### src/rtl/pps_pkg.sv
// Shared types and constants for the PPS timestamp block.
package pps_pkg;

  // Default width of the cycle counter, period and seconds fields.
  localparam int CNT_W_DEF = 32;

  // One queued timestamp record. The seconds field is in the upper half
  // and the period field is in the lower half.
  typedef struct packed {
    logic [CNT_W_DEF-1:0] sec;
    logic [CNT_W_DEF-1:0] period;
  } ts_rec_t;

endpackage

### src/rtl/pps_ts_fifo.sv
// Synchronous record queue for pps_timestamp.
// Push and pop may happen in the same cycle, including when the queue is full.
// The read side is show-ahead: rd_data is the head record whenever the queue
// is not empty, and it reads as zero when the queue is empty.
module pps_ts_fifo
  import pps_pkg::*;
#(
  parameter int  FIFO_DEPTH = 4,
  parameter type rec_t      = ts_rec_t
) (
  input  logic axi_aclk,
  input  logic axi_aresetn,
  input  logic push,
  input  rec_t wr_data,
  input  logic pop,
  output rec_t rd_data,
  output logic full,
  output logic empty
);

  localparam int AW = $clog2(FIFO_DEPTH);

  rec_t        mem [FIFO_DEPTH];
  logic [AW:0] wr_ptr;
  logic [AW:0] rd_ptr;
  logic        push_ok;
  logic        pop_ok;

  // Popping a full queue frees the slot that a same-cycle push writes into.
  assign push_ok = push & (~full | pop);
  assign pop_ok  = pop & ~empty;

  assign empty   = (wr_ptr == rd_ptr);
  assign full    = (wr_ptr[AW] != rd_ptr[AW]) && (wr_ptr[AW-1:0] == rd_ptr[AW-1:0]);
  assign rd_data = empty ? rec_t'('0) : mem[rd_ptr[AW-1:0]];

  // Record storage holds data only and has no reset.
  always_ff @(posedge axi_aclk) begin
    if (push_ok) mem[wr_ptr[AW-1:0]] <= wr_data;
  end

  // Read and write pointers, with one extra wrap bit that separates full from empty.
  always_ff @(posedge axi_aclk or negedge axi_aresetn) begin
    if (!axi_aresetn) begin
      wr_ptr <= '0;
      rd_ptr <= '0;
    end else begin
      if (push_ok) wr_ptr <= wr_ptr + (AW+1)'(1);
      if (pop_ok)  rd_ptr <= rd_ptr + (AW+1)'(1);
    end
  end

endmodule

### src/rtl/pps_timestamp.sv
// PPS timestamp block.
// Detects rising edges of the 1 PPS pulse, counts seconds, and measures the
// number of axi_aclk cycles between edges. Each captured edge queues a
// {sec, period} record for the PS. The block also reports lock, missing PPS
// and queue overflow.
// Optional build macro PPS_SYNC_EN: when it is defined, pps passes through a
// 2-flop synchronizer before edge detection, and the latency from rise to
// ts_tvalid grows from 1 to 3 cycles.
module pps_timestamp
  import pps_pkg::*;
#(
  parameter int CNT_W      = CNT_W_DEF,
  parameter int NOMINAL    = 1000000,
  parameter int TOL        = 100,
  parameter int FIFO_DEPTH = 4
) (
  input  logic               axi_aclk,
  input  logic               axi_aresetn,
  input  logic               pps,
  input  logic               enable,
  output logic [2*CNT_W-1:0] ts_tdata,
  output logic               ts_tvalid,
  input  logic               ts_tready,
  output logic               irq,
  output logic [CNT_W-1:0]   sec_count,
  output logic               lock,
  output logic               missing,
  output logic               overflow,
  input  logic               ovf_clr
);

  typedef struct packed {
    logic [CNT_W-1:0] sec;
    logic [CNT_W-1:0] period;
  } rec_t;

  localparam logic [CNT_W-1:0] PER_LO = CNT_W'(NOMINAL - TOL);
  localparam logic [CNT_W-1:0] PER_HI = CNT_W'(NOMINAL + TOL);

  // Increment that sticks at all-ones instead of wrapping.
  function automatic logic [CNT_W-1:0] sat_inc(input logic [CNT_W-1:0] v);
    return (&v) ? v : v + CNT_W'(1);
  endfunction

  logic             pps_s;
  logic             pps_prev_p1;
  logic             rise;
  logic             vld_p0;
  rec_t             rec_p0;
  rec_t             rd_rec;
  logic [CNT_W-1:0] cyc;
  logic [CNT_W-1:0] period_now;
  logic             first_edge;
  logic             in_tol;
  logic             miss_hit;
  logic             pop;
  logic             fifo_full;
  logic             fifo_empty;
  logic             drop;

`ifdef PPS_SYNC_EN
  logic pps_p0;
  logic pps_p1;

  // Two-flop synchronizer for an asynchronous pps source.
  always_ff @(posedge axi_aclk or negedge axi_aresetn) begin
    if (!axi_aresetn) begin
      pps_p0 <= 1'b0;
      pps_p1 <= 1'b0;
    end else begin
      pps_p0 <= pps;
      pps_p1 <= pps_p0;
    end
  end

  assign pps_s = pps_p1;
`else
  assign pps_s = pps;
`endif

  // Stores the previous pps sample so that a multi-cycle pulse yields only one rise.
  always_ff @(posedge axi_aclk or negedge axi_aresetn) begin
    if (!axi_aresetn) pps_prev_p1 <= 1'b0;
    else              pps_prev_p1 <= pps_s;
  end

  assign rise       = pps_s & ~pps_prev_p1;
  assign vld_p0     = rise & enable;
  assign period_now = first_edge ? '0 : cyc;
  assign in_tol     = (period_now >= PER_LO) && (period_now <= PER_HI);
  assign miss_hit   = enable && !rise && (cyc == PER_HI);
  assign pop        = ts_tvalid & ts_tready;
  assign drop       = vld_p0 & fifo_full & ~pop;

  // Builds the record for the edge being captured. Its seconds value is the one that sec_count takes on.
  always_comb begin
    rec_p0        = '0;
    rec_p0.sec    = sec_count + CNT_W'(1);
    rec_p0.period = period_now;
  end

  // Cycle counter and first-edge flag. Disabling capture restarts the measurement.
  always_ff @(posedge axi_aclk or negedge axi_aresetn) begin
    if (!axi_aresetn) begin
      cyc        <= '0;
      first_edge <= 1'b1;
    end else if (!enable) begin
      cyc        <= '0;
      first_edge <= 1'b1;
    end else if (rise) begin
      cyc        <= CNT_W'(1);
      first_edge <= 1'b0;
    end else begin
      cyc        <= sat_inc(cyc);
    end
  end

  // Seconds count, lock and missing status. A timeout clears lock in the same cycle.
  always_ff @(posedge axi_aclk or negedge axi_aresetn) begin
    if (!axi_aresetn) begin
      sec_count <= '0;
      lock      <= 1'b0;
      missing   <= 1'b0;
    end else if (vld_p0) begin
      sec_count <= rec_p0.sec;
      lock      <= !first_edge && in_tol;
      missing   <= 1'b0;
    end else if (miss_hit) begin
      lock      <= 1'b0;
      missing   <= 1'b1;
    end
  end

  // Sticky overflow flag. A drop in the same cycle as ovf_clr wins over the clear.
  always_ff @(posedge axi_aclk or negedge axi_aresetn) begin
    if (!axi_aresetn)  overflow <= 1'b0;
    else if (drop)     overflow <= 1'b1;
    else if (ovf_clr)  overflow <= 1'b0;
  end

  pps_ts_fifo #(
    .FIFO_DEPTH (FIFO_DEPTH),
    .rec_t      (rec_t)
  ) u_fifo (
    .axi_aclk    (axi_aclk),
    .axi_aresetn (axi_aresetn),
    .push        (vld_p0),
    .wr_data     (rec_p0),
    .pop         (pop),
    .rd_data     (rd_rec),
    .full        (fifo_full),
    .empty       (fifo_empty)
  );

  assign ts_tvalid = ~fifo_empty;
  assign irq       = ts_tvalid;
  assign ts_tdata  = rd_rec;

endmodule

### config.mk
export PLATFORM = sky130hd
export DESIGN_NAME = pps_timestamp
export DESIGN_NICKNAME = d
export VERILOG_FILES = /design/src/rtl/pps_pkg.sv /design/src/rtl/pps_ts_fifo.sv /design/src/rtl/pps_timestamp.sv
export SDC_FILE = /design/constraint.sdc
export NUM_CORES = 1
export LEC_CHECK = 0
export ABC_CLOCK_PERIOD_IN_PS = 4900
export BUFFER_PORTS_ARGS = -buffer_cell sky130_fd_sc_hd__buf_2
export CAP_MARGIN = 10
export CORE_MARGIN = 10
export CORE_UTILIZATION = 65
export DETAILED_ROUTE_END_ITERATION = 8
export PLACE_DENSITY = 0.84
export SLEW_MARGIN = 20
export SYNTH_ARGS = -nofsm -noshare
export SYNTH_HDL_FRONTEND = slang
export SYNTH_SLANG_ARGS = --single-unit
### constraint.sdc
create_clock -name axi_aclk -period 4.9 [get_ports axi_aclk]
set_clock_uncertainty 0.2 [all_clocks]
set_input_delay 0.49 -clock axi_aclk [delete_from_list [all_inputs] [get_ports axi_aclk]]
set_output_delay 0.49 -clock axi_aclk [all_outputs]
set_load 0.02 [all_outputs]
# After elaboration in Yosys (flattened, before gate mapping)
# Memory sizes are Yosys's and may differ from the RTL's.
# Cells that the tools add are included.
# word_totals
regBits,75
ram_bits,256
out_inout_bits,101
elab_cells,59
mem_count,1
# memory_table
memory,words,width,read_ports,rd_ports_with_merged_regs,wr,line,rtl
u_fifo.mem,4,64,1,0,1,pps_ts_fifo.sv:23,rec_t mem [FIFO_DEPTH];
# op_classes
addsub,4
magnitude_cmp,2
eq_ne,6
mux,15
bitwise,12
n_reduce_logical,10
# ops
operator,n
2-to-1 mux 32 bit,4
adder 32 x 1 -> 32 bit (second input constant),2
2-to-1 mux 64 bit,1
== test 32 x 20 -> 1 bit (second input constant),1
>= comparator 32 x 20 -> 1 bit (second input constant),1
<= comparator 32 x 20 -> 1 bit (second input constant),1
AND reduction 32 bit,1
2-to-1 mux 1 bit,10
AND 1 bit,7
adder 3 x 1 -> 3 bit (second input constant),2
logical AND 1 bit,5
inverter 1 bit,4
nonzero test 2 bit,2
== test 3 bit,1
inequality test 3 bit (second input constant),1
== test 2 bit,1
logical NOT 1 bit,2
inequality test 2 x 1 -> 1 bit (second input constant),1
inequality test 1 bit,1
OR 1 bit,1

# Depth between registers and ports, before layout
# depth
depth_word,7
ltp_mapped,8
ltp_nobuf,6

# Cells and area by module
# Synthesis repeated with hierarchy kept, for this count alone.
# hier_totals
cells_unflattened,928
hier_area_um2,14381.3
# modules_own_cells
module,n_inst,cells_per_inst,area_each_um2,seq_area_each_um2
pps_ts_fifo,1,440,10105.9,7837.5
pps_timestamp,1,488,4275.4,1727.9

# Worst setup path after synthesis
# Ideal clock, no wire load.
# synth_path
path_type,input port to flip-flop
start,in enable
end,mem u_fifo.mem[3][0] (netlist name) (enable)
arrival_time_ns,2.846
setup_slack_ns,1.424
stages,5
path_buffers,2
cell_sequence,clkbuf_1 -> and2_1 -> clkbuf_1 -> o31a_1 -> and2_1
# synth_between
elab_chain_len,4
# synth_lines
element,line,rtl
start: declaration,pps_timestamp.sv:20,"input logic enable,"
AND 1 bit,pps_timestamp.sv:88,assign vld_p0 = rise & enable;
AND 1 bit,pps_ts_fifo.sv:30,assign push_ok = push & (~full | pop);
2-to-1 mux 1 bit,pps_ts_fifo.sv:39,if (push_ok) mem[wr_ptr[AW-1:0]] <= wr_data;
2-to-1 mux 1 bit (not written as such),pps_ts_fifo.sv:39,
end: declaration,pps_ts_fifo.sv:23,
# Every way passes these cells.

# Final worst setup path
# layout_path
start,in pps
end,mem u_fifo.mem[3][22] (netlist name) (enable)
# layout_between
elab_chain_len,5
# layout_lines
element,line,rtl
start: declaration,pps_timestamp.sv:19,"input logic pps,"
AND 1 bit,pps_timestamp.sv:87,assign rise = pps_s & ~pps_prev_p1;
AND 1 bit,pps_timestamp.sv:88,
AND 1 bit,pps_ts_fifo.sv:30,
2-to-1 mux 1 bit,pps_ts_fifo.sv:39,
2-to-1 mux 1 bit (not written as such),pps_ts_fifo.sv:39,
# Every way passes these cells.

==> impl_results.md <==
- Unique masters post-synth: 47
- Fraction of registers with async set or reset after synthesis: 0.2266
- Layout fillers: 1247
- Detail Route Antenna Nets: 0
- Multiplexer share of the synthesized area: 0.1021
- EDFF count, synth: roughly 260
- Hold Path Stages: 2
- Nets: 1051
- Cts repair resizes: 0
- Vias in the first global route: ~8.5k
- Most common cell after layout, fill and taps aside: edfxtp_1
- Pwr dens: approximately 530 mW/mm2
- Leakage power: 5.942 nW
- GPL Wtd Cong: 0.8328
- Placed Area: 0.01505 mm2
- Critical Path Source Type: input pin
- Max Fclk: 310.9 MHz
- Num CTS Buffers: 31
- Simple-Gate Fraction of Synth Area: 0.1294
- CTS Hold Bufs: 3
- DR iter-0 viols: 657
- Initial antenna violation count: 0
- Port Buffer Count: 106
- CTS sink count: 331
- Drt wl/cell: ~22 um
- Die height: ~170 um
- Class of the worst hold path: in -> reg
- Yosys reg bits: roughly 330
- Final setup fails: 0
- Syn Inst Count: about 930
- Worst flop-to-flop path endpoint: u_fifo.mem[3][22]
- Final count of pins violating max slew: 0
- Mapped Area: 0.01423 mm2
- Post-route cell area: 0.01614 mm2
- Post-Synth Adder-Cell Area: 0.007035
- Dpl ws: 1.652 ns
- Syn_area_per_cell: between 15 and 20 um2
- Wire length of the first global-routing pass: between 40000 and 50000 um
- Synth Flop Type: edfxtp_1
- Die width: ~170 um
- Max VDD drop: 0.4125 mV
- Crit path kind: in -> reg
- Worst-path maximum fanout: 28
- Largest family of logic cells by synthesized area: simple AND/OR/NAND/NOR gates
- CP arrival: 3.24 ns
- Boundary Pins: about 110
- Outcome: complete, no violations
- CTS tree: yes
- Ys Warns: 0
- Vias: approximately 8k
- RSZ-0062 raised after global routing: false
- Critical Path RT: 4.92 ns
- Most frequent cells in the layout: 256 x edfxtp_1, 105 x buf_2, 72 x dfrtp_1, 71 x and2_1, 64 x mux4_2
- Startpoint of the worst hold path: ts_tready
- Fin. Hold Viols: 0
- Starting Density: 0.6561
- Max_cap viols: 0
- Hold EP: overflow
- Critical Path End Type: flop
- Critical Path Source: pps
- Minimum clock period: 3.217 ns
- Via density: 6.125
- Setup bufs post-CTS: 0
- Hold WS: 0.06867 ns
- Worst-path clk slew: 0.06 ns
- Setup_tns: 0 ns
- Xor and xnor area share after synthesis: 0.04432
- Drt total wl: 29610 um
- Area delta synth->final: 13.42%
- Worst setup margin: 1.683 ns
- Reg2reg path depth: 6
- Die ar.: 0.02821 mm2
- Maximum root-to-sink buffer count: 3
- Worst reg2reg startpoint: pps_prev_p1
- Diode count: 0
- Core Area: approximately 0.022 mm2
- R2r setup slk: 1.93 ns
- Clock root buffer: clkbuf_16
- Final HPWL DP: 18520 um
- Period utilisation layout: 0.6565
- Total grt overflow: 0
- Worst-margin pin slew: 0.9597 ns
- DR DRC count: 0
- Relative slew slack: 0.3602
- Layout cell share with drive strength beyond 1: 0.2375
- Largest net degree at the start of global routing: between 70 and 80
- Clk Latency, worst-skew pair: 0.55 ns
- Htree depth: 1
- Synthesized net count: 941
- Post-synthesis sequential area ratio: 0.6723
- GRT Total Usage: 0.2083
- Synth Area in Compound Gates: 0.02770
- Row cnt: 54
- Pre-antenna DRT Iters: 5
## worst max-delay path: stages
cell and delay [ns]:
dlygate4sd3_1 0.53, buf_2 0.13, nor2b_1 0.24, and2_1 0.16, buf_4 0.22, o31a_1 0.30
and2_2 0.69, buf_4 0.43
## area by class of cell
cell class / count / area [um2] / area share
Clock inverter: 21 / 206.4 / 0.01279
Multi-Input combinational cell: 539 / 4428 / 0.2744
Timing Repair Buffer: 125 / 734.5 / 0.04551
Clock buffer: 36 / 814.5 / 0.05047
Inverter: 9 / 33.78 / 0.002093
Tap cell: 280 / 350.3 / 0.02171
Sequential cell: 331 / 9570 / 0.5930
## through the flow
stage	total power, mW	cells	util
2_1_floorplan	5.319	927	-
4_1_cts	8.596	1339	0.7422
5_1_grt	8.890	1341	0.7441
3_3_place_gp	6.160	1279	0.6937
3_5_place_dp	6.203	1279	0.6937
6_report	8.499	1341	0.7441
## routing by layer
layer  global-route usage  vias to the layer above  routed length (um)
li1                     -                     3722                   -
met1               0.2666                     4172               11790
met2               0.3619                      272               15470
met3              0.03795                       48                1795
met4              0.05110                        0                 546
met5                    0                        -                   0
## report_power, final
part,total [mW],internal [mW],switching [mW]
Clock,2.38,1.39,0.987
Combinational,2.79,1.12,1.67
Sequential,3.33,3.23,0.102
Total,8.50,5.74,2.76
## cells by family after synthesis
logic type / Yosys count
adder cells (fa/ha/maj): 8
multiplexers: 65
buffers and inverters: 57
AND/OR/NAND/NOR: 328
XOR/XNOR: 72
flip-flops: 331
AO/OA/AOI/OAI: 66
## state kept, by name, indices dropped and copies added (netlist names)
signal and cells:
first_edge 1, u_fifo.rd_ptr 3, sec_count 32, u_fifo.mem 256
cyc 32, missing 1, u_fifo.wr_ptr 3, pps_prev_p1 1
lock 1, overflow 1
## Yosys cell counts (3+ instances only)
master,n,share of area
inv_1,9,0.0024
buf_2,10,0.0035
o31ai_1,5,0.0026
nand2_1,52,0.014
nor4_2,3,0.0026
o21ai_1,7,0.0025
clkbuf_1,31,0.0082
nor3_1,15,0.0053
nand4_1,18,0.0079
o41ai_1,3,0.0018
nand3_1,38,0.013
a21oi_1,22,0.0077
mux4_2,64,0.10
nor2b_1,28,0.012
edfxtp_1,256,0.54
and4_1,6,0.0037
and3_1,12,0.0053
ha_1,8,0.0070
dfrtp_1,74,0.13
xor2_1,37,0.023
o21ai_0,15,0.0053
xnor2_1,35,0.022
o2111ai_1,3,0.0018
nor2_1,39,0.010
or4_1,6,0.0032
nor4_1,5,0.0022
buf_1,4,0.0011
a31oi_1,3,0.0013
and2_1,75,0.033
or3_1,20,0.0088
## worst max path at each step
stage / endpoint / slack [ns]
after floorplan: u_fifo.mem[3][0] / 1.42
after global placement: u_fifo.mem[3][29] / 1.71
after detailed placement: u_fifo.mem[3][35] / 1.65
after CTS: u_fifo.mem[3][38] / 1.63
after global routing: u_fifo.mem[3][0] / 1.48
final: u_fifo.mem[3][22] / 1.68
Power figures use the tool's default switching activity.
